`src/rtl/multdiv_pkg.sv`:
```
// Shared types and iteration counts for multdiv_unit.
// MULTDIV_RADIX4_MULT_EN selects radix-4 Booth multiply (half the multiply iterations).
package multdiv_pkg;

    typedef enum logic [1:0] {
        IDLE,
        MULT,
        DIV,
        DONE
    } state_e;

    typedef enum logic [2:0] {
        NONE,
        ADD,
        SUB,
        ADD2,
        SUB2
    } booth_op_e;

    function automatic int unsigned mult_iters(input int unsigned width);
`ifdef MULTDIV_RADIX4_MULT_EN
        return width / 2;
`else
        return width;
`endif
    endfunction

    function automatic int unsigned div_iters(input int unsigned width);
        return width;
    endfunction

    localparam int unsigned DEF_WIDTH  = 32;
    localparam int unsigned MULT_ITERS = mult_iters(DEF_WIDTH);
    localparam int unsigned DIV_ITERS  = div_iters(DEF_WIDTH);

endpackage

```
`src/rtl/multdiv_step_adder.sv`:
```
// N-bit add/subtract used for both the Booth and the non-restoring step.
// Subtraction is a + ~b + 1, with sub_i acting as the carry-in.
module multdiv_step_adder #(
    parameter int unsigned N = 33
) (
    input  logic [N-1:0] a_i,
    input  logic [N-1:0] b_i,
    input  logic         sub_i,
    output logic [N-1:0] sum_o
);

    assign sum_o = a_i + (b_i ^ {N{sub_i}}) + N'(sub_i);

endmodule

```
`src/rtl/multdiv_unit.sv`:
```
// Multi-cycle signed multiply (Booth) / divide (non-restoring) unit.
// MULTDIV_RADIX4_MULT_EN enables radix-4 Booth multiply; default is radix-2.
module multdiv_unit
    import multdiv_pkg::*;
#(
    parameter int unsigned WIDTH = 32,
    parameter int unsigned CNT_W = 6
) (
    input  logic             clock,
    input  logic             resetn,
    input  logic [WIDTH-1:0] data_operandA,
    input  logic [WIDTH-1:0] data_operandB,
    input  logic             ctrl_MULT,
    input  logic             ctrl_DIV,
    output logic [WIDTH-1:0] data_result,
    output logic             data_exception,
    output logic             data_resultRDY,
    output logic             busy
);

`ifdef MULTDIV_RADIX4_MULT_EN
    // Extra guard bit: acc +/- 2M can exceed WIDTH+1 bits in radix-4.
    localparam int unsigned AW = WIDTH + 2;
`else
    localparam int unsigned AW = WIDTH + 1;
`endif
    localparam int unsigned EXT = AW - WIDTH;
    localparam logic [CNT_W-1:0] M_ITERS = CNT_W'(mult_iters(WIDTH));
    localparam logic [CNT_W-1:0] D_ITERS = CNT_W'(div_iters(WIDTH));
    localparam logic [WIDTH-1:0] MIN_VAL = {1'b1, {(WIDTH-1){1'b0}}};

    state_e           state_q, state_d;
    logic [CNT_W-1:0] cnt_q, cnt_d;
    logic [AW-1:0]    acc_q, acc_d;
    logic [WIDTH-1:0] mq_q, mq_d;
    logic [WIDTH-1:0] opb_q, opb_d;
    logic             qm1_q, qm1_d;
    logic             neg_q, neg_d;
    logic             dz_q, dz_d;
    logic             ovf_q, ovf_d;
    logic [WIDTH-1:0] res_q, res_d;
    logic             exc_q, exc_d;

    logic             start_mult, start_div;
    logic             last;
    booth_op_e        op;
    logic [AW-1:0]    add_a, add_b, sum;
    logic             add_sub;
    logic [WIDTH-1:0] abs_a, abs_b;

    assign start_mult = ctrl_MULT;
    assign start_div  = ctrl_DIV & ~ctrl_MULT;
    assign last       = (cnt_q == ((state_q == DIV) ? D_ITERS : M_ITERS));
    assign abs_a      = data_operandA[WIDTH-1] ? -data_operandA : data_operandA;
    assign abs_b      = data_operandB[WIDTH-1] ? -data_operandB : data_operandB;

    always_ff @(posedge clock) begin
        if (!resetn) state_q <= IDLE;
        else         state_q <= state_d;
    end

    always_comb begin
        state_d = state_q;
        if (start_mult) begin
            state_d = MULT;
        end else if (start_div) begin
            state_d = DIV;
        end else begin
            case (state_q)
                MULT, DIV: if (last) state_d = DONE;
                DONE:      state_d = IDLE;
                default:   state_d = IDLE;
            endcase
        end
    end

    always_comb begin
        busy           = (state_q != IDLE);
        data_resultRDY = (state_q == DONE);
    end

    always_comb begin
        op = NONE;
`ifdef MULTDIV_RADIX4_MULT_EN
        case ({mq_q[1:0], qm1_q})
            3'b001, 3'b010: op = ADD;
            3'b011:         op = ADD2;
            3'b100:         op = SUB2;
            3'b101, 3'b110: op = SUB;
            default:        op = NONE;
        endcase
`else
        case ({mq_q[0], qm1_q})
            2'b01:   op = ADD;
            2'b10:   op = SUB;
            default: op = NONE;
        endcase
`endif
    end

    always_comb begin
        add_a   = acc_q;
        add_b   = '0;
        add_sub = 1'b0;
        if (state_q == MULT) begin
            if (op == ADD2 || op == SUB2)
                add_b = {{(EXT-1){opb_q[WIDTH-1]}}, opb_q, 1'b0};
            else if (op != NONE)
                add_b = {{EXT{opb_q[WIDTH-1]}}, opb_q};
            add_sub = (op == SUB || op == SUB2);
        end else if (state_q == DIV) begin
            // Non-restoring: subtract when the partial remainder is non-negative.
            add_a   = {acc_q[AW-2:0], mq_q[WIDTH-1]};
            add_b   = {{EXT{1'b0}}, opb_q};
            add_sub = ~acc_q[AW-1];
        end
    end

    multdiv_step_adder #(.N(AW)) u_step (
        .a_i   (add_a),
        .b_i   (add_b),
        .sub_i (add_sub),
        .sum_o (sum)
    );

    always_comb begin
        cnt_d = cnt_q;
        acc_d = acc_q;
        mq_d  = mq_q;
        opb_d = opb_q;
        qm1_d = qm1_q;
        neg_d = neg_q;
        dz_d  = dz_q;
        ovf_d = ovf_q;
        res_d = res_q;
        exc_d = exc_q;
        if (start_mult || start_div) begin
            cnt_d = '0;
            acc_d = '0;
            qm1_d = 1'b0;
            mq_d  = start_mult ? data_operandA : abs_a;
            opb_d = start_mult ? data_operandB : abs_b;
            neg_d = data_operandA[WIDTH-1] ^ data_operandB[WIDTH-1];
            dz_d  = (data_operandB == '0);
            ovf_d = (data_operandA == MIN_VAL) && (data_operandB == '1);
            res_d = '0;
            exc_d = 1'b0;
        end else if (state_q == MULT) begin
            if (!last) begin
                cnt_d = cnt_q + CNT_W'(1);
`ifdef MULTDIV_RADIX4_MULT_EN
                acc_d = {{2{sum[AW-1]}}, sum[AW-1:2]};
                mq_d  = {sum[1:0], mq_q[WIDTH-1:2]};
                qm1_d = mq_q[1];
`else
                acc_d = {sum[AW-1], sum[AW-1:1]};
                mq_d  = {sum[0], mq_q[WIDTH-1:1]};
                qm1_d = mq_q[0];
`endif
            end else begin
                res_d = mq_q;
                exc_d = (acc_q != {AW{mq_q[WIDTH-1]}});
            end
        end else if (state_q == DIV) begin
            if (!last) begin
                cnt_d = cnt_q + CNT_W'(1);
                acc_d = sum;
                mq_d  = {mq_q[WIDTH-2:0], ~sum[AW-1]};
            end else if (dz_q) begin
                res_d = '0;
                exc_d = 1'b1;
            end else begin
                res_d = neg_q ? -mq_q : mq_q;
                exc_d = ovf_q;
            end
        end
    end

    always_ff @(posedge clock) begin
        if (!resetn) begin
            cnt_q <= '0;
            acc_q <= '0;
            mq_q  <= '0;
            opb_q <= '0;
            qm1_q <= 1'b0;
            neg_q <= 1'b0;
            dz_q  <= 1'b0;
            ovf_q <= 1'b0;
            res_q <= '0;
            exc_q <= 1'b0;
        end else begin
            cnt_q <= cnt_d;
            acc_q <= acc_d;
            mq_q  <= mq_d;
            opb_q <= opb_d;
            qm1_q <= qm1_d;
            neg_q <= neg_d;
            dz_q  <= dz_d;
            ovf_q <= ovf_d;
            res_q <= res_d;
            exc_q <= exc_d;
        end
    end

    assign data_result    = res_q;
    assign data_exception = exc_q;

endmodule

```
`config.mk`:
```
export PLATFORM = sky130hd
export DESIGN_NAME = multdiv_unit
export DESIGN_NICKNAME = d
export VERILOG_FILES = /design/src/rtl/multdiv_pkg.sv /design/src/rtl/multdiv_step_adder.sv /design/src/rtl/multdiv_unit.sv
export SDC_FILE = /design/constraint.sdc
export NUM_CORES = 1
export LEC_CHECK = 0
export ABC_AREA = 1
export ABC_CLOCK_PERIOD_IN_PS = 4100
export BUFFER_PORTS_ARGS = -buffer_cell sky130_fd_sc_hd__buf_2
export CELL_PAD_IN_SITES_DETAIL_PLACEMENT = 0
export CELL_PAD_IN_SITES_GLOBAL_PLACEMENT = 1
export CORE_MARGIN = 2
export CORE_UTILIZATION = 43
export DETAILED_ROUTE_END_ITERATION = 12
export GPL_TIMING_DRIVEN = 1
export PLACE_DENSITY_LB_ADDON = 0.12
export SYNTH_ARGS = -nofsm -noshare
export SYNTH_HDL_FRONTEND = slang
export SYNTH_SLANG_ARGS = --single-unit
```
`constraint.sdc`:
```
create_clock -name clock -period 4.1 [get_ports clock]
set_clock_uncertainty 0.1 [all_clocks]
set_input_delay 0.41 -clock clock [delete_from_list [all_inputs] [get_ports clock]]
set_output_delay 0.41 -clock clock [all_outputs]
set_load 0.05 [all_outputs]
```
-- Word-level counts from Yosys, hierarchy flattened
Index checks and enable logic that the tools add are counted.
- multiplexer cells: 40
- equality and inequality tests: 20
- shift operators: 0
- bitwise logic cells: 8
- reduce and logical (&&, ||, !) cells: 16
- add/subtract/negate cells: 6
- order comparisons: 0
- div/mod/pow operators: 0
- multiply operators: 0
- operator list (operator ; count):
    $mux 32 ; 16
    $mux 33 ; 9
    $neg 32->32 ; 3
    $eq 32x32->1 const B ; 2
    $add 33x1->33 ; 1
    $add 33x33->33 ; 1
    $ne 33x33->1 ; 1
    $xor 33x33->33 ; 1
    $logic_not 32->1 ; 1
    $mux 6 ; 3
    $reduce_and 3->1 ; 3
    $mux 1 ; 8
    $ne 2x2->1 const B ; 4
    $add 6x1->6 const B ; 1
    $eq 2x2->1 const B ; 3
    $eq 3x2->1 const B ; 2
    $eq 6x6->1 const B ; 1
    $mux 2 ; 3
    $ne 3x2->1 const B ; 2
    $reduce_bool 3->1 ; 2
    $reduce_or 2->1 ; 3
    $not 1->1 ; 5
    $eq 2x1->1 const B ; 2
    $ne 4x4->1 const B ; 1
    other kinds (9) ; 12
- input port bits: 68
- latch bits: 0
- output and inout bits: 35
- memories kept: 0
- RAM bits: 0
- bits in read-only memories: 0
- word-level logic and storage cells: 102
- register bits: 142

-- Longest topological paths before layout
- depth in word-level cells: 14
- gate-level depth with buffers: 27
- mapped depth without buffers: 26

-- By module
Synthesis repeated with hierarchy kept, for this count alone.
- cell total of the unflattened synthesis: 2125
- area total of the unflattened synthesis: 12668.4 µm²
- by module, submodules not included (module ; cells an instance ; instances ; sequential area each (µm²) ; area each (µm²)):
    multdiv_unit ; 1624 ; 1 ; 2842.7 ; 10025.9
    multdiv_step_adder ; 501 ; 1 ; 0.0 ; 2642.5

-- Least setup slack after synthesis
No wires, ideal clock.
- path type: flip-flop to flip-flop
- from: register state_q[0]
- to: register acc_q[28]
- clock period less this slack: 3.535 ns
- data arrival time: 3.302 ns
- buffers on the path: 3
- setup slack: 0.565 ns
- setup time: 0.132 ns
- cell stages (with the launch flop): 24
- required time: 3.868 ns
- cells stage by stage: dfxtp_1 > inv_1 > ha_1 > nand2_2 > clkbuf_1 > o21ai_0 > inv_1 > buf_2 > buf_2 > o22ai_1 > xor2_1 > ha_1 > a21oi_1 > a21boi_0 > a21boi_0 > nor2_1 > nor2_1 > nand2_1 > nand2_1 > nand3_1 > nand2_1 > inv_1 > nand2_1 > a21oi_1
- longest elaborated chain between the ends: 9
- elaborated cells between the ends (all ways): 19
- those cells by class: 2 x add/sub; 4 x eq/ne; 10 x mux; 1 x bitwise; 2 x reduce/logical
- RTL lines (what ; RTL line ; RTL):
    start: declaration ; multdiv_unit.sv:32 ; state_e state_q, state_d;
    start signal: assignment ; multdiv_unit.sv:59 ; else state_q <= state_d;
    $eq 2x2->1 ; multdiv_unit.sv:111, multdiv_unit.sv:164 ;
    $mux 32 or $mux 1 (tied branches) ; multdiv_unit.sv:111 ; end else if (state_q == DIV) begin
    $mux 33 or $mux 1 (tied branches) ; multdiv_unit.sv:105 ; if (state_q == MULT) begin
    $xor 33x33->33 ; multdiv_step_adder.sv:12 ; assign sum_o = a_i + (b_i ^ {N{sub_i}}) + N'(sub_i);
    $add 33x33->33 ; multdiv_step_adder.sv:12 ;
    $add 33x1->33 ; multdiv_step_adder.sv:12 ;
    $mux 33 ; multdiv_unit.sv:165 ; if (!last) begin
    $mux 33 ; multdiv_unit.sv:164 ; end else if (state_q == DIV) begin
    $mux 33 ; multdiv_unit.sv:148 ; end else if (state_q == MULT) begin
    end signal: assignment ; multdiv_unit.sv:182 ; acc_q <= '0;
    end signal: assignment ; multdiv_unit.sv:193 ; acc_q <= acc_d;
    end: declaration ; multdiv_unit.sv:34 ; logic [AW-1:0] acc_q, acc_d;
Parallel ways exist; a longest one is shown, timed or not. The select of a mux whose other input is x is not followed.
A chain may end at the register's enable or synchronous reset.

-- Final worst setup path
- from: register state_q[1]
- to: register acc_q[28]
Same word-level chain as after synthesis.

==> results.md <==
- Worst R2R Path Depth: 20
- Max-slew headroom: 53.5%
- Crit-path most repeated cell: nand2_1
- Vias/cell: 5.51
- Final core utilization: 49.0%
- GRT Resource Usage Total: 28.5%
- Area Growth Syn to Fin: 12.4%
- DRC: 0
- Post-synth EDFFs: 0
- Max-cap violations: 0
- Largest net degree at the start of global routing: 57
- Starting Density: 43.6%
- Post-synthesis mux area share: 0%
- First-pass GRT wire length: 64500 µm
- Switching Power: 0.00153 W
- Reg-to-reg critical path startpoint: state_q[1]$_SDFFE_PP0P_
- Die height: 169 µm
- Lkg Pwr: 5.86 nW
- Fin nets: 2091
- Hold Vio Cnt, Final: 0
- Sink Count: 142
- Largest family of logic cells by synthesized area: simple AND/OR/NAND/NOR gates
- Slowest CP cell: dfxtp_1
- Crit path cell chain: inv_1 -> ha_2 -> buf_6 -> nand3_1 -> buf_4 -> o22ai_1 -> xor2_1 -> ha_1 -> a21oi_2 -> o21ai_0 -> a21oi_1 -> o21ai_2 -> nand2_1 -> nand2_1 -> nand3b_1 -> nand2_1 -> nand2_1 -> nand3_1 -> nand2_1 -> a21oi_1
- Synth Area in Adders: 4.88%
- Reg2reg setup slack: 290 ps
- Total Power: 0.00413 W
- Share of cells above drive strength 1: 10.4%
- Clock Path Buffers: 2
- Critical Path Sink Type: flip-flop
- Cell family with the largest share of critical-path delay: compound AO/OA/AOI/OAI gates
- Clock power share: 36.8%
- Clock Pin Slew Worst Setup and Hold Paths: 70 ps
- Stages on the worst setup path: 20
- Sequential share of power: 37.3%
- Max frequency: 262 MHz
- Initial antenna violation count: 0
- Later-pin clock latency in the skew report: 440 ps
- Worst Setup EP: acc_q[28]$_SDFFE_PP0P_
- Congestion Overflow GR: 0
- Total negative slack: 0 ps
- Detail Placement HPWL: 31400 µm
- Share of the synthesized area in the top cell type: 24.3%
- Initial DRC Count: 1178
- Reg2reg end: acc_q[28]$_SDFFE_PP0P_
- TritonCTS Buffers: 17
- Synth area leader: dfxtp_1
- Min Hold Slack: 97.1 ps
- Period utilisation layout: 93.0%
- Status: finished, final reports clean
- Total Wirelength: 40300 µm
- Die X: 169 µm
- Routed via count: 12800
- Setup crit start kind: flip-flop
- Critical Path Start: state_q[1]$_SDFFE_PP0P_
- Postcts setup bufs: 0
- Synth Flop Type: dfxtp_1
- Port Buffers: 102
- # setup viols final: 0
- XOR/XNOR Fraction of Synth Area: 6.52%
- Pre-antenna DRT Iters: 5
- Synthesized flop and latch total: 142
- Synth cell types: 49
- Slew Limit Fails: 0
- Worst Hold Depth: 2
- Worst path arrival time: 4010 ps
- Asr flop ratio synth: 0%
- WP data required: 4290 ps
- Clock Tree Root: clkbuf_16
- Placer Congestion: 0.916
- Post-synthesis sequential area ratio: 24.3%
- Placed insts: 2300
- Max stage delay on crit path: 340 ps
- Die area: 0.0285 mm²
- Simple-gate portion of the synthesized area: 29.5%
- CP max FO: 31
- Core box area: 0.0268 mm²
- Post-Syn Area: 0.0117 mm²
- Syn Inst Count: 1912
- Combinational share of power: 25.9%
- Compound-cell area share of the yosys netlist: 24.5%
- Vias in the first global route: 11800
- Tmin final: 3810 ps
- CTS H-tree depth: 4
- Maximum vdd drop: 0.320 mV
- CP Class: reg2reg
- Buf+Inv Stages, Crit Path: 3
- Final Instance Count excl. Fillers: 2332
- Synth area leaders: dfxtp_1 (24%), nand2_1 (13%), a21oi_1 (8.5%), o21ai_0 (8.5%), inv_1 (7.1%)
- Switching Fraction: 37.1%
- IO Pins: 103
- Hold Crit Class: in2reg
- Unrepaired setup endpoints after global routing: false
- Synth Warn #: 0
- Power per Cell Area: 314 mW/mm²
- Ant. Diodes: 0
- Pint: 0.00259 W
- ANT nets after route: 0
- Wire per inst: 17.3 µm
- Avg Inst Size Synth: 6.11 µm²
- CTS tree: yes
- Worst slew pin tran: 695 ps
- Mapped Nets: 2025
- # rows: 60
==> stage by stage <==
stage | setup slack, ps | area [µm²]
after floorplan | 565 | 11700
after global placement | 21.2 | 12500
after detailed placement | -15.5 | 12500
after CTS | 176 | 13100
after global routing | 27.4 | 13100
final | 288 | 13100
==> layer usage <==
layer	wire [µm]	part of all wire (%)	global-route usage, %	up-vias
met5	0	0	0	-
met3	3280	8.1	4.91	21
met2	15500	38	39.2	435
li1	-	-	-	6558
met4	300	0.74	4.80	0
met1	21200	53	46.0	5825
==> state kept, by name (all words and copies together) (netlist names) <==
signal and count:
dz_q 1, mq_q 32, qm1_q 1, opb_q 32
state_q 2, acc_q 33, data_exception 1, cnt_q 6
ovf_q 1, neg_q 1, data_result 32
==> cells by family (layout without fill, tap and decap cells) <==
logic type	after synthesis	count (layout)
AO/OA/AOI/OAI	521	521
XOR/XNOR	87	87
adder cells (fa/ha/maj)	45	45
flip-flops	142	142
AND/OR/NAND/NOR	802	802
buffers and inverters	315	394
==> cell usage in the layout, fill, tap and decap left out, types with 4 or more instances in the layout <==
master	synthesis	final
inv_8	0	4
inv_6	0	5
o22ai_1	29	28
nand3b_1	5	5
nor2_2	2	4
o21bai_1	10	10
o21ai_0	198	194
nand4_1	33	33
a221oi_1	5	5
xor2_1	75	74
buf_2	10	102
a211oi_1	7	6
xnor2_1	12	12
clkbuf_16	0	17
a21o_1	6	6
o21ai_1	3	6
dfxtp_1	142	141
nand2_1	398	398
nor3_1	36	36
inv_2	7	7
inv_1	222	222
nor4_1	13	13
a31oi_1	29	29
o211ai_1	11	11
nor3_2	5	5
nor2_1	162	159
ha_1	44	43
nand3_1	130	130
a21oi_1	199	197
or2_2	10	10
buf_4	0	28
o31ai_1	5	5
==> timing repair <==
item	in CTS	in global routing
gates resized for setup	1	12
hold buffers	0	0
gates cloned	0	0
endpoints found under the setup margin	2	22
pin swaps	0	1
==> worst reg2reg max path, delay by kind of cell (launching register included) <==
family	cells	cell delay [ps]
AO/OA/AOI/OAI	6	960
XOR/XNOR	1	280
adder cells (fa/ha/maj)	2	590
buffers and inverters	3	560
flip-flops	1	340
AND/OR/NAND/NOR	8	840
==> layout make-up <==
class                      instances  area, µm²
sequential                       142       2840
multi-input combinational       1455       7690
clock inverter                    14        125
inverter                         230        863
clock buffer                      18        429
tap                              341        427
timing repair buffer             132        752
fill                            2943      13700
==> how the worst min path moves through the flow <==
stage	start	endpoint	slack, ps
CTS	data_operandA[31]	neg_q$_SDFFE_PN0N_	90
floorplan	acc_q[16]$_SDFFE_PP0P_	acc_q[16]$_SDFFE_PP0P_	340
global placement	data_result[9]$_SDFFE_PP0P_	data_result[9]$_SDFFE_PP0P_	350
finish	data_operandA[31]	neg_q$_SDFFE_PN0N_	100
detailed placement	data_result[29]$_SDFFE_PP0P_	data_result[29]$_SDFFE_PP0P_	350
global route	data_operandA[31]	neg_q$_SDFFE_PN0N_	130
==> power by group through the flow <==
| stage | clock [W] | combinational (W) | sequential (W) |
|---|---|---|---|
| floorplan | 0 | 0.000718 | 0.00156 |
| global placement | 0 | 0.00105 | 0.00156 |
| detailed placement | 0 | 0.00105 | 0.00157 |
| CTS | 0.00155 | 0.00105 | 0.00154 |
| global route | 0.00160 | 0.00120 | 0.00155 |
| finish | 0.00152 | 0.00107 | 0.00154 |
==> Yosys cell counts (all sizes together), types with 2 or more instances <==
| cell | n |
|---|---|
| a211oi | 7 |
| a31oi | 29 |
| o21ai | 204 |
| a21oi | 200 |
| nand2 | 400 |
| nor2 | 166 |
| nand3b | 5 |
| o2111ai | 2 |
| o21bai | 10 |
| nand3 | 131 |
| xor2 | 75 |
| and3 | 2 |
| inv | 229 |
| o31ai | 5 |
| a221oi | 5 |
| o41ai | 2 |
| nor4 | 13 |
| o21a | 3 |
| dfxtp | 142 |
| nor3 | 41 |
| nand4 | 33 |
| o22ai | 29 |
| o211ai | 11 |
| xnor2 | 12 |
| o221ai | 3 |
| or2 | 11 |
| clkbuf | 61 |
| a21boi | 2 |
| a21o | 6 |
| buf | 24 |
| ha | 44 |
Note: power is estimated with default switching activity, not from simulation.
